$ cat config.mk
export PLATFORM = sky130hd
export DESIGN_NAME = prog_loader
export DESIGN_NICKNAME = d
export VERILOG_FILES = /design/src/rtl/prog_loader.sv
export SDC_FILE = /design/constraint.sdc
export NUM_CORES = 1
export LEC_CHECK = 0
export CAP_MARGIN = 20
export CORE_UTILIZATION = 57
export CTS_BUF_LIST = sky130_fd_sc_hd__clkbuf_8
export DETAILED_ROUTE_END_ITERATION = 8
export GPL_TIMING_DRIVEN = 1
export MAX_ROUTING_LAYER = met4
export PLACE_DENSITY_LB_ADDON = 0.25
export RECOVER_POWER = 25
export SYNTH_ARGS = -nofsm -noshare
export SYNTH_HDL_FRONTEND = slang
export SYNTH_SLANG_ARGS = --single-unit
$ cat constraint.sdc
create_clock -name clock -period 2.6 [get_ports clock]
set_input_delay 0.39 -clock clock [delete_from_list [all_inputs] [get_ports clock]]
set_output_delay 0.39 -clock clock [all_outputs]
set_load 0.005 [all_outputs]
$ cat src/rtl/prog_loader.sv
// Program loader: receives a length byte, N five-byte instruction words and an
// XOR checksum over a byte stream, and writes each word into program memory.
module prog_loader #(
    parameter int AW = 8,
    parameter int WW = 35
) (
    input  logic          clock,
    input  logic          reset,
    input  logic          start,
    input  logic          abort,
    input  logic [7:0]    rx_data,
    input  logic          rx_valid,
    output logic          rx_ready,
    output logic [AW-1:0] pm_addr,
    output logic [WW-1:0] pm_data,
    output logic          pm_we,
    output logic          busy,
    output logic          done,
    output logic          err,
    output logic [AW:0]   word_count
);

    typedef enum logic [2:0] {
        S_IDLE,
        S_LEN,
        S_BYTE,
        S_WRITE,
        S_CSUM,
        S_FIN
    } state_t;

    localparam logic [AW:0] ONE = 1;

    state_t          r_state;
    state_t          w_next;
    logic [7:0]      r_len;
    logic [7:0]      r_csum;
    logic [2:0]      r_byteIdx;
    logic [WW-9:0]   r_word;
    logic [AW-1:0]   r_pmAddr;
    logic [WW-1:0]   r_pmData;
    logic            r_done;
    logic            r_err;
    logic [AW:0]     r_wordCount;
    logic            w_accept;
    logic            w_lastByte;
    logic            w_badByte0;
    logic            w_lastWord;
    logic            w_pmWe;

    assign rx_ready   = (r_state == S_LEN) || (r_state == S_BYTE) || (r_state == S_CSUM);
    assign busy       = (r_state != S_IDLE);
    assign w_accept   = rx_valid && rx_ready;
    assign w_lastByte = (r_byteIdx == 3'd4);
    assign w_badByte0 = (r_byteIdx == 3'd0) && (rx_data[7:3] != 5'd0);
    assign w_lastWord = ((r_wordCount + ONE) == {{(AW-7){1'b0}}, r_len});

    assign pm_we      = w_pmWe;
    assign pm_addr    = r_pmAddr;
    assign pm_data    = r_pmData;
    assign done       = r_done;
    assign err        = r_err;
    assign word_count = r_wordCount;

    // State register; reset drops straight back to IDLE.
    always_ff @(posedge clock or negedge reset) begin
        if (!reset) begin
            r_state <= S_IDLE;
        end else begin
            r_state <= w_next;
        end
    end

    // Next-state and write strobe; abort overrides every other transition.
    always_comb begin
        w_next = r_state;
        w_pmWe = 1'b0;
        case (r_state)
            S_IDLE: begin
                if (start) w_next = S_LEN;
            end
            S_LEN: begin
                if (w_accept) w_next = (rx_data == 8'd0) ? S_CSUM : S_BYTE;
            end
            S_BYTE: begin
                if (w_accept) begin
                    if (w_badByte0)      w_next = S_FIN;
                    else if (w_lastByte) w_next = S_WRITE;
                end
            end
            S_WRITE: begin
                w_pmWe = 1'b1;
                w_next = w_lastWord ? S_CSUM : S_BYTE;
            end
            S_CSUM: begin
                if (w_accept) w_next = S_FIN;
            end
            S_FIN: begin
                w_next = S_IDLE;
            end
            default: w_next = S_IDLE;
        endcase
        if (abort) begin
            w_next = S_IDLE;
            w_pmWe = 1'b0;
        end
    end

    // Datapath: word assembly, checksum, write address/data and status flags.
    always_ff @(posedge clock or negedge reset) begin
        if (!reset) begin
            r_len       <= '0;
            r_csum      <= '0;
            r_byteIdx   <= '0;
            r_word      <= '0;
            r_pmAddr    <= '0;
            r_pmData    <= '0;
            r_done      <= 1'b0;
            r_err       <= 1'b0;
            r_wordCount <= '0;
        end else if (abort) begin
            r_done <= 1'b0;
            r_err  <= 1'b1;
        end else begin
            case (r_state)
                S_IDLE: begin
                    if (start) begin
                        r_done      <= 1'b0;
                        r_err       <= 1'b0;
                        r_wordCount <= '0;
                        r_byteIdx   <= '0;
                        r_csum      <= '0;
                    end
                end
                S_LEN: begin
                    if (w_accept) begin
                        r_len  <= rx_data;
                        r_csum <= rx_data;
                    end
                end
                S_BYTE: begin
                    if (w_accept) begin
                        r_csum <= r_csum ^ rx_data;
                        if (w_badByte0) begin
                            r_err <= 1'b1;
                        end else if (w_lastByte) begin
                            r_byteIdx <= '0;
                            r_pmAddr  <= r_wordCount[AW-1:0];
                            r_pmData  <= {r_word, rx_data};
                        end else begin
                            r_byteIdx <= r_byteIdx + 3'd1;
                            if (r_byteIdx == 3'd0)
                                r_word <= {{(WW-11){1'b0}}, rx_data[2:0]};
                            else
                                r_word <= {r_word[WW-17:0], rx_data};
                        end
                    end
                end
                S_WRITE: begin
                    r_wordCount <= r_wordCount + ONE;
                end
                S_CSUM: begin
                    if (w_accept) begin
                        if (rx_data == r_csum) r_done <= 1'b1;
                        else                   r_err  <= 1'b1;
                    end
                end
                default: ;
            endcase
        end
    end

endmodule

==> qor.log, run 1 <==
[min_path] worst-case hold path end point r_word[23]$_DFFE_PN0P_
[clocking] clock transition at the registers of the reported paths 0.10 ns
[logic_synthesis] warning count from the yosys run 0
[global_routing] GRT Overall Usage 26.1%
[power] worst ir drop on vdd 0.335 mV
[placement] placed cell count 627
[critical_path] worst setup path category reg -> out
[logic_synthesis] proportion of synthesized flip-flops having asynchronous set or reset 100%
[run] max-cap violation count 0
[min_path] Worst Hold Class reg -> reg
[placement] Final HPWL DP 7.02 mm
[critical_path] reg-to-reg slack, setup 0.34 ns
[logic_synthesis] Synth area leaders sky130_fd_sc_hd__dfrtp_1 53%, sky130_fd_sc_hd__mux2_2 12%, sky130_fd_sc_hd__nand2_1 5.7%, sky130_fd_sc_hd__o21ai_0 4.7%, sky130_fd_sc_hd__xnor2_1 2.3%
[final_layout] most common cell after layout, fill and taps aside sky130_fd_sc_hd__dfrtp_1
[timing] worst slew slack as a fraction of its limit 39.2%
[clocking] Root Buffer Master sky130_fd_sc_hd__clkbuf_8
[final_layout] commonest non-fill, non-tap cells in the layout 102 x sky130_fd_sc_hd__dfrtp_1, 75 x sky130_fd_sc_hd__nand2_1, 68 x sky130_fd_sc_hd__clkdlybuf4s50_1
[die] die footprint 8980 sq um
[timing] worst-margin pin slew 0.912 ns
[timing] total of endpoints with negative setup slack in the final report 0
[power] net switching power of the design 1.23 mW
[power] internal power 2.61 mW
[die] # rows 33
[timing] FMAX 0.407 GHz
[final_layout] Layout Cells excl Fill 644
[clocking] clock latency reported for the late side of the worst-skew pair 0.36 ns
[die] Die Span Y 94.8 um
[logic_synthesis] Synth top area share 52.5%
[clocking] CTS H-Tree Depth 3
[die] Initial Utilization 59.4%
[logic_synthesis] cell accounting for the most synthesized area sky130_fd_sc_hd__dfrtp_1
[power] power density of the placed cells 646 nW/um^2
[global_routing] number of antenna violations at the first check in global routing 0
[timing] RSZ-0062 raised after global routing false
[critical_path] element type at the critical path end primary output
[critical_path] data required time of the critical path 2.21 ns
[logic_synthesis] netlist area before placement 4910 sq um
[logic_synthesis] number of nets produced by synthesis 483
[final_layout] diode count 0
[critical_path] capture instance of the worst register-to-register path r_state[1]$_DFFE_PN0P_
[logic_synthesis] Cells after Synth 467
[global_routing] global route overflow 0
[power] leakage power of the design 2.64 nW
[final_layout] Layout Utilization 72.1%
[power] clock network power share 25.1%
[die] placeable core region 8260 sq um
[critical_path] Worst setup startpoint r_state[0]$_DFFE_PN0P_
[min_path] hold depth 2
[power] switching portion of total power 32.1%
[logic_synthesis] number of different library cells in the post-synthesis netlist 52
[detailed_routing] iteration-0 DRC count of the detailed router 219
[global_routing] pin count of the biggest net entering global routing 69
[status] status complete, no violations
[timing] Setup TNS Final 0 ns
[final_layout] growth of design area from synthesis to finish 21.3%
[detailed_routing] count of antenna-violating nets left after detailed routing 0
[detailed_routing] Vias 3701
[critical_path] depth of the most critical reg-to-reg path 7
[logic_synthesis] number of storage elements in the synthesis netlist 103
[critical_path] Reg-to-Reg Start word_count[0]$_DFFE_PN0P_
[timing] post-route minimum period 2.45 ns
[timing] Worst Clk Skew 0.00922 ns
[detailed_routing] remaining routing DRC violations 0
[logic_synthesis] number of synthesized flops with an enable pin 0
[placement] placer's final routability congestion estimate 0.863
[clocking] CTS tree yes
[placement] quantity of I/O buffers inserted on ports 69
[clocking] maximum clock insertion buffer count 2
[logic_synthesis] Post-synth top flop sky130_fd_sc_hd__dfrtp_1
[critical_path] data arrival time of the critical path 2.06 ns
[timing] final count of pins violating max slew 0
[detailed_routing] number of vias per cell after detailed routing 5.75
[clocking] CTS buffer count 9
[detailed_routing] Post-Route WL 10.2 mm
[global_routing] vias in the first global route 3630
[critical_path] maximum net fanout on the critical path 12
[timing] share of the clock period used by the worst path 94.4%
[clocking] Clock Sink Count 103
[global_routing] wire length of the first global-routing pass 17.5 mm
[final_layout] number of nets in the layout 550
[logic_synthesis] post-synthesis area per instance 10.5 sq um
[logic_synthesis] sequential-to-total area share from yosys stat 52.5%
[min_path] startpoint of the worst hold path r_word[23]$_DFFE_PN0P_
[die] die boundary width 94.8 um
[timing] final hold violation count 0
[final_layout] layout cell share with drive strength beyond 1 18.4%
[power] sequential group share of total power 49.7%
[detailed_routing] detail-routed net length per standard cell 15.9 um
[detailed_routing] number of detailed-route iterations in the first pass 4
[critical_path] sort of element at the start of the critical path flip-flop
[power] part of the total power dissipated in combinational logic 25.3%
[timing] worst hold slack across all endpoints 0.492 ns
[die] number of top-level pins 70
state kept, by name (all words and copies together) (netlist names):
name / flops
r_byteIdx: 3
r_word: 27
r_csum: 8
done: 1
pm_data: 35
word_count: 9
err: 1
pm_addr: 8
r_state: 3
r_len: 8
routing by layer:
| layer | track usage, % | routed length (um) |
|---|---|---|
| met1 | 37.1 | 4930 |
| met2 | 39.9 | 4800 |
| met3 | 3.30 | 391 |
| met4 | 6.69 | 126 |
| met5 | - | 0 |
area by class of cell:
cell class	instances	area, sq um
Timing Repair Buffer	90	871
Tap cell	105	131
Clock buffer	10	138
Clock inverter	6	53.8
Multi-Input combinational cell	321	2140
Sequential cell	103	2580
Inverter	9	33.8
Fill cell	618	2310
power by group through the flow:
stage | sequential (mW) | clock [mW] | combinational (mW)
6_report | 1.91 | 0.963 | 0.971
5_1_grt | 1.93 | 1.05 | 1.08
4_1_cts | 1.90 | 0.983 | 0.971
3_5_place_dp | 1.93 | 0 | 0.962
3_3_place_gp | 1.92 | 0 | 0.944
2_1_floorplan | 1.86 | 0 | 0.716
what timing repair did:
item	CTS	global route
hold buffers	1	0
hold endpoints to repair	35	0
endpoints found under the setup margin	0	1
resized for setup	0	1
setup buffers	0	0
cell families (layout without fill, tap and decap cells):
kind of cell / Yosys count / count (layout) / share of synthesized area (%)
muxes: 54 / 54 / 12.4
DFF: 103 / 103 / 52.5
and+or+nand+nor: 151 / 151 / 15.4
AOI/OAI and AO/OA: 95 / 95 / 11.8
buffers and inverters: 43 / 115 / 3.88
adders and majority gates: 3 / 3 / 0.765
xor gates and xnor gates: 18 / 18 / 3.21
through the flow:
| step | worst slack (ns) | power, mW | cell area, sq um |
|---|---|---|---|
| 6_report | 0.145 | 3.84 | 5950 |
| 5_1_grt | 0.0378 | 4.06 | 5950 |
| 4_1_cts | 0.0983 | 3.86 | 5960 |
| 3_5_place_dp | 0.193 | 2.90 | 5760 |
| 3_3_place_gp | 0.290 | 2.87 | 5760 |
| 2_1_floorplan | 0.513 | 2.57 | 4910 |
synthesized netlist by cell type (3+ instances only):
| library cell | number |
|---|---|
| sky130_fd_sc_hd__nand3_1 | 5 |
| sky130_fd_sc_hd__a2bb2oi_1 | 7 |
| sky130_fd_sc_hd__xor2_1 | 5 |
| sky130_fd_sc_hd__clkbuf_1 | 19 |
| sky130_fd_sc_hd__and3_1 | 5 |
| sky130_fd_sc_hd__o21ai_0 | 46 |
| sky130_fd_sc_hd__a21oi_1 | 12 |
| sky130_fd_sc_hd__nand2_1 | 75 |
| sky130_fd_sc_hd__a211o_1 | 3 |
| sky130_fd_sc_hd__inv_1 | 8 |
| sky130_fd_sc_hd__nand2b_1 | 4 |
| sky130_fd_sc_hd__nor2_1 | 16 |
| sky130_fd_sc_hd__dfrtp_1 | 103 |
| sky130_fd_sc_hd__and2_1 | 3 |
| sky130_fd_sc_hd__or3_1 | 4 |
| sky130_fd_sc_hd__buf_4 | 4 |
| sky130_fd_sc_hd__buf_2 | 10 |
| sky130_fd_sc_hd__nand4_1 | 4 |
| sky130_fd_sc_hd__o21ai_1 | 7 |
| sky130_fd_sc_hd__xnor2_1 | 13 |
| sky130_fd_sc_hd__nand3b_1 | 3 |
| sky130_fd_sc_hd__nor3_1 | 6 |
| sky130_fd_sc_hd__a31oi_1 | 3 |
| sky130_fd_sc_hd__mux2_2 | 53 |
| sky130_fd_sc_hd__ha_1 | 3 |
| sky130_fd_sc_hd__nor2b_1 | 15 |
worst max path at each step:
stage                                        end  slack [ns]  cells after the start
after floorplan           r_state[1]$_DFFE_PN0P_        0.51                      8
after global placement      r_len[7]$_DFFE_PN0P_        0.29                      5
after detailed placement  r_state[1]$_DFFE_PN0P_        0.19                      6
after CTS                               rx_ready         0.1                      5
after global routing      r_state[1]$_DFFE_PN0P_        0.04                      3
final                                   rx_ready        0.15                      4
critical path: stages (launching register included):
cell	delay (ns)
sky130_fd_sc_hd__dfrtp_1	0.51
sky130_fd_sc_hd__nand2b_1	0.38
sky130_fd_sc_hd__a21o_1	0.24
sky130_fd_sc_hd__nand2_1	0.08
sky130_fd_sc_hd__clkdlybuf4s50_1	0.50
(Power assumes the default switching activity.)
==> run 2, diff against run 1 <==
--- a/config.mk
+++ b/config.mk
@@ -5,14 +5,14 @@
 export SDC_FILE = /design/constraint.sdc
 export NUM_CORES = 1
 export LEC_CHECK = 0
-export CAP_MARGIN = 20
-export CORE_UTILIZATION = 57
+export CORE_UTILIZATION = 55
 export CTS_BUF_LIST = sky130_fd_sc_hd__clkbuf_8
 export DETAILED_ROUTE_END_ITERATION = 8
 export GPL_TIMING_DRIVEN = 1
 export MAX_ROUTING_LAYER = met4
 export PLACE_DENSITY_LB_ADDON = 0.25
 export RECOVER_POWER = 25
+export SETUP_SLACK_MARGIN = 0.02
 export SYNTH_ARGS = -nofsm -noshare
 export SYNTH_HDL_FRONTEND = slang
 export SYNTH_SLANG_ARGS = --single-unit
==> run 2 against run 1 <==
The flow now finishes with violations (capacitance limit, slew limit). Core utilization shrank 3.5 points. Critical path depth did not move. Flip-flop and latch count unchanged. Via count is 2.7% lower. Sequential power is essentially flat. Combinational power grew 2%.
==> qor.log, run 2 (synthesized netlist as in run 1, its figures left out) <==
[timing] worst hold slack across all endpoints 0.482 ns [was 0.492 ns]
[global_routing] wire length of the first global-routing pass 17.0 mm [was 17.5 mm]
[clocking] maximum clock insertion buffer count 2 [unchanged]
[critical_path] worst setup path category reg -> out [unchanged]
[final_layout] diode count 0 [unchanged]
[final_layout] Largest register FFs 35 [unchanged]
[timing] worst-margin pin slew 1.70 ns [was 0.912 ns]
[timing] Worst Clk Skew 0.00847 ns [was 0.00922 ns]
[power] leakage power of the design 2.63 nW [was 2.64 nW]
[detailed_routing] number of vias per cell after detailed routing 5.57 [was 5.75]
[detailed_routing] detail-routed net length per standard cell 16.0 um [was 15.9 um]
[final_layout] growth of design area from synthesis to finish 21.2% [was 21.3%]
[clocking] Clock Sink Count 103 [unchanged]
[timing] total of endpoints with negative setup slack in the final report 0 [unchanged]
[placement] placer's final routability congestion estimate 0.875 [was 0.863]
[timing] post-route minimum period 2.46 ns [was 2.45 ns]
[timing] final hold violation count 0 [unchanged]
[clocking] Post-CTS Repair Setup Buffers 0 [unchanged]
[global_routing] global route overflow 0 [unchanged]
[power] worst ir drop on vdd 0.355 mV [was 0.335 mV]
[timing] FMAX 0.406 GHz [was 0.407 GHz]
[detailed_routing] iteration-0 DRC count of the detailed router 152 [was 219]
[timing] worst slew slack as a fraction of its limit -13.6% [was 39.2%]
[die] number of top-level pins 70 [unchanged]
[final_layout] most common cell after layout, fill and taps aside sky130_fd_sc_hd__dfrtp_1 [unchanged]
[final_layout] layout cell share with drive strength beyond 1 18.0% [was 18.4%]
[clocking] CTS tree yes [unchanged]
[final_layout] commonest non-fill, non-tap cells in the layout 102 x sky130_fd_sc_hd__dfrtp_1, 75 x sky130_fd_sc_hd__nand2_1, 68 x sky130_fd_sc_hd__clkdlybuf4s50_1 [unchanged]
[clocking] clock transition at the registers of the reported paths 0.10 ns [about the same]
[die] Initial Utilization 56.5% [was 59.4%]
[final_layout] sequential cell area 2580 sq um [unchanged]
[clocking] CTS H-Tree Depth 3 [unchanged]
[die] # rows 34 [was 33]
[clocking] Root Buffer Master sky130_fd_sc_hd__clkbuf_8 [unchanged]
[critical_path] data required time of the critical path 2.21 ns [about the same]
[timing] final count of pins violating max slew 28 [was 0]
[detailed_routing] number of detailed-route iterations in the first pass 4 [unchanged]
[placement] quantity of I/O buffers inserted on ports 69 [unchanged]
[detailed_routing] Vias 3600 [was 3701]
[critical_path] sort of element at the start of the critical path flip-flop [unchanged]
[timing] RSZ-0062 raised after global routing false [unchanged]
[critical_path] maximum net fanout on the critical path 12 [unchanged]
[min_path] Worst Hold Class reg -> reg [unchanged]
[global_routing] number of antenna violations at the first check in global routing 0 [unchanged]
[global_routing] GRT Overall Usage 25.0% [was 26.1%]
[detailed_routing] Post-Route WL 10.3 mm [was 10.2 mm]
[status] violated checks capacitance limit, slew limit
[die] die footprint 9300 sq um [was 8980 sq um]
[die] die boundary width 96.4 um [was 94.8 um]
[detailed_routing] remaining routing DRC violations 0 [unchanged]
[critical_path] depth of the most critical reg-to-reg path 7 [unchanged]
[power] total power 3.81 mW [was 3.84 mW]
[critical_path] data arrival time of the critical path 2.07 ns [was 2.06 ns]
[clocking] clock latency reported for the late side of the worst-skew pair 0.37 ns [was 0.36 ns]
[final_layout] Filler Cells Inserted 693 [was 618]
[critical_path] element type at the critical path end primary output [unchanged]
[clocking] CTS buffer count 9 [unchanged]
[placement] Final HPWL DP 7.05 mm [was 7.02 mm]
[detailed_routing] count of antenna-violating nets left after detailed routing 0 [unchanged]
[status] status finished, violations left [was complete, no violations]
[timing] share of the clock period used by the worst path 94.6% [was 94.4%]
[global_routing] pin count of the biggest net entering global routing 77 [was 69]
[run] max-cap violation count 1 [was 0]
[final_layout] number of nets in the layout 549 [was 550]
[die] placeable core region 8680 sq um [was 8260 sq um]
[final_layout] area occupied by multi-input gates 2140 sq um [unchanged]
[die] Die Span Y 96.4 um [was 94.8 um]
[min_path] hold depth 2 [unchanged]
[global_routing] vias in the first global route 3477 [was 3630]
[timing] Setup TNS Final 0 ns [unchanged]
[power] power density of the placed cells 641 nW/um^2 [was 646 nW/um^2]
[critical_path] reg-to-reg slack, setup 0.34 ns [about the same]
run 2: cell types whose count changed in the layout (fill, tap and decap cells not counted), sizes merged:
cell | before | now
clkbuf | 12 | 10
clkinv | 2 | 3
clkinvlp | 1 | 2
inv | 12 | 11
run 2: repair_timing:
item,CTS,global route
endpoints found under the hold margin,27,0
hold buffers,1,0
setup endpoints to repair,0,1
resized for setup,0,1
run 2: routing by layer:
metal,wire [um],vias up,track usage (%)
li1,-,1747,-
met4,142,0,7.35
met3,371,10,5.48
met1,4840,1758,34.0
met5,0,-,-
met2,4980,85,37.9
run 2: worst max-delay path, cell delays in order, from the launching register on:
cell and delay [ns]:
sky130_fd_sc_hd__dfrtp_1 0.50, sky130_fd_sc_hd__nand2b_1 0.39, sky130_fd_sc_hd__a21o_1 0.24, sky130_fd_sc_hd__nand2_1 0.07, sky130_fd_sc_hd__clkdlybuf4s50_1 0.50
run 2: final timing paths:
| kind | start | to |
|---|---|---|
| max | r_state[0]$_DFFE_PN0P_ | rx_ready |
| min | r_word[22]$_DFFE_PN0P_ | r_word[22]$_DFFE_PN0P_ |
| max reg2reg | word_count[0]$_DFFE_PN0P_ | r_state[1]$_DFFE_PN0P_ |
| min reg2reg | r_word[22]$_DFFE_PN0P_ | r_word[22]$_DFFE_PN0P_ |
| max in group asynchronous | reset | r_state[1]$_DFFE_PN0P_ |
| min in group asynchronous | reset | pm_addr[4]$_DFFE_PN0P_ |
run 2: area by class of cell:
cell class                 instances  share of cell area (%)
clock buffer                       9                    2.08
clock inverter                     7                   0.947
inverter                           9                   0.568
multi-input combinational        321                    36.1
sequential                       103                    43.4
tap                              108                    2.27
timing repair buffer              89                    14.7
run 2: through the flow:
stage | setup WS, ns | instance area [sq um] | util, % | std cells
3_5_place_dp | 0.158 | 5760 | 66.4 | 629
3_3_place_gp | 0.282 | 5760 | 66.4 | 629
6_report | 0.139 | 5950 | 68.5 | 646
4_1_cts | 0.0942 | 5950 | 68.6 | 646
5_1_grt | 0.0266 | 5950 | 68.5 | 646
2_1_floorplan | 0.513 | 4910 | - | 467
run 2: power breakdown:
part	internal, mW	switching, mW
sequential	1.74	0.162
clock	0.358	0.567
combinational	0.483	0.507
total	2.58	1.24
